--- src/rtl/riscv_dmem_arbiter.sv ---
// Data-SRAM arbiter: EX load/store port vs. sensor DMA loader, core priority with starvation override.
// Optional DMEM_ARB_PERF_EN builds saturating stall / DMA-beat performance counters.
module riscv_dmem_arbiter #(
    parameter int ADDR_W   = 10,
    parameter int MAX_WAIT = 4
) (
    input  logic              clk,
    input  logic              rst_n,
    input  logic              core_en,
    input  logic              core_we,
    input  logic [31:0]       core_addr,
    input  logic [31:0]       core_wdata,
    output logic [31:0]       core_rdata,
    output logic              core_stall,
    input  logic              dma_valid,
    output logic              dma_ready,
    input  logic              dma_we,
    input  logic [31:0]       dma_addr,
    input  logic [31:0]       dma_wdata,
    output logic              dma_rvalid,
    output logic [31:0]       dma_rdata,
    output logic              mem_en,
    output logic              mem_we,
    output logic [ADDR_W-1:0] mem_addr,
    output logic [31:0]       mem_wdata,
    input  logic [31:0]       mem_rdata,
    output logic              err_oor,
    output logic [31:0]       perf_stall_cnt,
    output logic [31:0]       perf_dma_cnt
);
    typedef enum logic [1:0] {IDLE, CRD, DRD} state_t;

    localparam logic [3:0] WAIT_LIMIT = 4'(MAX_WAIT);

    state_t     state_q, state_d;
    logic [3:0] wait_q;
    logic       oor_q, oor_d;
    logic       core_oor, dma_oor, dma_win;

    // Byte-offset bits never reach the word-addressed SRAM.
    logic unused_ok;
    assign unused_ok = ^{core_addr[1:0], dma_addr[1:0]};

    assign core_oor = |core_addr[31:ADDR_W+2];
    assign dma_oor  = |dma_addr[31:ADDR_W+2];
    assign dma_win  = dma_valid && (!core_en || (wait_q >= WAIT_LIMIT));

    always_comb begin
        state_d    = IDLE;
        oor_d      = 1'b0;
        mem_en     = 1'b0;
        mem_we     = 1'b0;
        mem_addr   = '0;
        mem_wdata  = '0;
        dma_ready  = 1'b0;
        core_stall = 1'b0;
        err_oor    = 1'b0;
        core_rdata = '0;
        dma_rvalid = 1'b0;
        dma_rdata  = '0;
        case (state_q)
            IDLE: begin
                if (dma_win) begin
                    dma_ready  = 1'b1;
                    mem_en     = !dma_oor;
                    mem_we     = dma_we && !dma_oor;
                    mem_addr   = dma_addr[ADDR_W+1:2];
                    mem_wdata  = dma_wdata;
                    err_oor    = dma_oor;
                    core_stall = core_en;
                    if (!dma_we) begin
                        state_d = DRD;
                        oor_d   = dma_oor;
                    end
                end else if (core_en) begin
                    mem_en     = !core_oor;
                    mem_we     = core_we && !core_oor;
                    mem_addr   = core_addr[ADDR_W+1:2];
                    mem_wdata  = core_wdata;
                    err_oor    = core_oor;
                    core_stall = !core_we;
                    if (!core_we) begin
                        state_d = CRD;
                        oor_d   = core_oor;
                    end
                end
            end
            CRD: begin
                // The core's request is still on the bus here; it was already served.
                core_rdata = oor_q ? 32'd0 : mem_rdata;
            end
            DRD: begin
                dma_rvalid = 1'b1;
                dma_rdata  = oor_q ? 32'd0 : mem_rdata;
                core_stall = core_en;
            end
            default: state_d = IDLE;
        endcase
        if (!rst_n) begin
            state_d    = IDLE;
            oor_d      = 1'b0;
            mem_en     = 1'b0;
            mem_we     = 1'b0;
            mem_addr   = '0;
            mem_wdata  = '0;
            dma_ready  = 1'b0;
            core_stall = 1'b0;
            err_oor    = 1'b0;
            core_rdata = '0;
            dma_rvalid = 1'b0;
            dma_rdata  = '0;
        end
    end

    always_ff @(posedge clk or negedge rst_n) begin
        if (!rst_n) begin
            state_q <= IDLE;
            oor_q   <= 1'b0;
            wait_q  <= '0;
        end else begin
            state_q <= state_d;
            oor_q   <= oor_d;
            if (dma_ready)
                wait_q <= '0;
            else if (dma_valid && (wait_q != 4'hF))
                wait_q <= wait_q + 4'd1;
        end
    end

`ifdef DMEM_ARB_PERF_EN
    logic [31:0] stall_cnt_q, dma_cnt_q;

    always_ff @(posedge clk or negedge rst_n) begin
        if (!rst_n) begin
            stall_cnt_q <= '0;
            dma_cnt_q   <= '0;
        end else begin
            if (core_stall && (stall_cnt_q != 32'hFFFF_FFFF))
                stall_cnt_q <= stall_cnt_q + 32'd1;
            if (dma_valid && dma_ready && (dma_cnt_q != 32'hFFFF_FFFF))
                dma_cnt_q <= dma_cnt_q + 32'd1;
        end
    end

    assign perf_stall_cnt = stall_cnt_q;
    assign perf_dma_cnt   = dma_cnt_q;
`else
    assign perf_stall_cnt = '0;
    assign perf_dma_cnt   = '0;
`endif
endmodule

--- config.mk ---
export PLATFORM = sky130hd
export DESIGN_NAME = riscv_dmem_arbiter
export DESIGN_NICKNAME = d
export VERILOG_FILES = /design/src/rtl/riscv_dmem_arbiter.sv
export SDC_FILE = /design/constraint.sdc
export NUM_CORES = 1
export LEC_CHECK = 0
export BUFFER_PORTS_ARGS = -buffer_cell sky130_fd_sc_hd__buf_4
export CAP_MARGIN = 20
export CORE_AREA = 3 3 130 132
export CTS_BUF_LIST = sky130_fd_sc_hd__clkbuf_2 sky130_fd_sc_hd__clkbuf_4 sky130_fd_sc_hd__clkbuf_8
export DETAILED_ROUTE_END_ITERATION = 10
export DIE_AREA = 0 0 133 135
export GPL_TIMING_DRIVEN = 0
export PLACE_DENSITY = 0.51
export SLEW_MARGIN = 5
export SYNTH_ARGS = -nofsm -noshare
export SYNTH_HDL_FRONTEND = slang
export SYNTH_SLANG_ARGS = --single-unit
--- constraint.sdc ---
create_clock -name clk -period 3.4 [get_ports clk]
set_clock_uncertainty 0.2 [all_clocks]
set_input_delay 0.51 -clock clk [delete_from_list [all_inputs] [get_ports clk]]
set_output_delay 0.51 -clock clk [all_outputs]
set_load 0.02 [all_outputs]
==> impl_results.md <==
* Mapped Avg Cell Area at 6.89 um2
* I/O pin count at 342
* Switching share of power at 43.8%
* Clock sinks at 7
* Initial DRT Pass Iterations at 4
* Initial antenna violation count at 0
* Psw at 0.474 mW
* Unrepaired setup endpoints after global routing: no
* Fin Setup TNS at 0 ns
* Grt total ovfl at 0
* Area contributors post-synth: buf_4 (26%), a22o_1 (19%), nor2_1 (13%)
* Final wirelength at 11100 um
* Via count at roughly 2.9k
* Crit Path Max Fanout at 10
* Final Hold Slack at 0.268 ns
* Initial DRC Count at 72
* Total global-route track usage at between 10% and 20%
* Setup violators final at 0
* Setup CP Type: in2out
* Layout Area Growth over Synthesis at 135%
* Post-synth EDFFs at 0
* Reg power frac at roughly an eighth
* Die ar. at 18000 um2
* Final Cycle Share at a little over nine tenths
* Routed WL per cell at 13.2 um
* Post-layout nets at 793
* Synthesized flop and latch total at 7
* Synth cell types at 33
* Max Cap Violations at 0
* Synth Flop Type: dfrtp_1
* CP arrival at 2.55 ns
* VDD IR max at 0.0000946 V
* Comb power frac at 75.4%
* Skew-Pair Late Insertion Delay at approximately 0.23 ns
* CTS H-tree depth at 1
* DR DRC count at 0
* Std-Cell Core Area at ~16000 um2
* Synth top cells by count: nor2_1 (69), buf_4 (67), a22o_1 (42)
* Via-to-Cell Ratio at 3.50
* Standard-cell rows at 46
* Leakage at 2.61 nW
* Status: finished, final reports clean
* Worst slew margin at 66.3%
* Clock share of power at about an eighth
* Die Ht at roughly 140 um
* Internal power at approximately 0.6 mW
* Pwr/cell area at 236 nW/um2
* Fraction of the yosys area taken by sequential cells at 8.96%
* Min cycle time layout at ~3.3 ns
* GP Congestion at 0.749
* Clk pin slew, worst setup/hold paths at 0.04 ns
* Critical Path Source Type: input pin
* Placed Cells incl. Taps at 836
* Ant diodes at 0
* Hold Fails Final Rpt at 0
* Synth top area share at 25.7%
* Cts bufs inserted at 3
* Async SR Flop Fraction at 100%
* Vias in the first global route at between 2k and 3k
* Min-delay worst type: in2reg
* Worst-Margin Slew at between 0.5 and 0.6 ns
* Synthesized area at approximately 2000 um2
* Most common cell in the synthesized netlist: nor2_1
* Largest net degree at the start of global routing at 11
* Setup crit end kind: output pin
* ANT nets after route at 0
* CTS Root Cell: clkbuf_8
* DP HPWL at 10000 um
* Number of I/O port buffers at roughly 270
* Ys Warns at 0
* Starting Density at 12.4%
* Slew Viols, Final at 0
* First-pass GRT wire length at 15900 um
* Non-filler cells, final at roughly 840
* Largest area contributor in the netlist: buf_4
* Peak Freq at 307 MHz
* Clk buf depth at 2
* Req. time, crit path at 2.69 ns
* Post-Syn Instances at 284
* Die W at around 130 um
* CTS tree: yes
* Layout cell share with drive strength beyond 1 at 56.8%
==> per-stage QoR <==
step | util, % | worst slack, ns | area (um2) | power, mW
floorplan | - | 1.10 | 2190 | 0.606
global placement | 28.5 | 0.626 | 4510 | 0.954
detailed placement | 28.5 | 0.618 | 4510 | 0.956
CTS | 28.9 | 0.0101 | 4570 | 1.09
global route | 29.0 | 0.0294 | 4590 | 1.16
finish | 29.0 | 0.144 | 4590 | 1.08
==> what timing repair did <==
item	in CTS	in global routing
resized for setup	0	4
setup buffers	0	0
hold endpoints to repair	7	0
hold buffers	1	0
endpoints found under the setup margin	0	20
==> final timing paths <==
check                                 startpoint  slack, ns  cells past startpoint               endpoint
setup / recovery                           rst_n       0.14                      8          mem_wdata[30]
hold / removal                           core_we       0.27                      2   state_q[0]$_DFF_PN0_
setup reg to reg           wait_q[2]$_DFFE_PN0P_       1.64                      4        oor_q$_DFF_PN0_
hold reg to reg            wait_q[1]$_DFFE_PN0P_       0.35                      2  wait_q[1]$_DFFE_PN0P_
max in group asynchronous                  rst_n       2.41                      2        oor_q$_DFF_PN0_
min in group asynchronous                  rst_n       0.47                      2  wait_q[0]$_DFFE_PN0P_
==> kinds of logic (layout without fill, tap and decap cells) <==
group / after synthesis / after routing / synth area share, %
xor+xnor: 3 / 3 / 1.34
compound gates: 49 / 49 / 21.2
buf+inv: 86 / 364 / 32.2
flops: 7 / 7 / 8.96
fa+ha+maj: 1 / 1 / 0.640
mux: 1 / 1 / 0.576
other cells: 1 / 64 / 0.192
simple gates: 136 / 136 / 34.9
==> worst max-delay path, stage by stage <==
cell           delay (ns)
dlygate4sd3_1        0.56
buf_6                0.16
or3b_4               0.41
nor3_4               0.17
buf_6                0.18
buf_4                0.18
a22o_1               0.20
buf_4                0.16
==> state kept, by name (all words and copies together), names as in the netlist <==
register / flops
wait_q: 4
state_q: 2
oor_q: 1
==> cell usage in the layout, fill, tap and decap left out, types with 4 or more instances in the layout <==
cell type / netlist / final
nand2b_1: 32 / 32
a22o_1: 42 / 42
buf_4: 67 / 338
nand3_1: 7 / 7
nor2_1: 69 / 69
buf_8: 4 / 4
nor4_1: 10 / 10
clkbuf_1: 9 / 9
dfrtp_1: 7 / 7
nand2_1: 5 / 5
conb_1: 1 / 64
==> metal layers <==
layer  share of wire [%]  up-vias  GRT usage, %
met5                   0        -             0
met4                0.49        0          1.91
met3                 9.8        2          3.02
met2                  55      169          21.8
met1                  34     1244          11.9
li1                    -     1525             -
==> area by class of cell <==
cell class                      instances  area [um2]
Inverter                                3        11.3
Fill cell                            1765       11200
Sequential cell                         7         175
Multi-Input combinational cell        254        1400
Clock buffer                            4        48.8
Buffer                                 83         622
Tap cell                              216         270
Timing Repair Buffer                  274        2060
==> power by group through the flow <==
stage               registers (mW)  clock network, mW  logic, mW
finish                       0.140              0.126      0.815
global placement             0.141                  0      0.813
floorplan                    0.132                  0      0.474
detailed placement           0.140                  0      0.816
global route                 0.145              0.135      0.880
CTS                          0.140              0.130      0.818
Power figures use the tool's default switching activity.
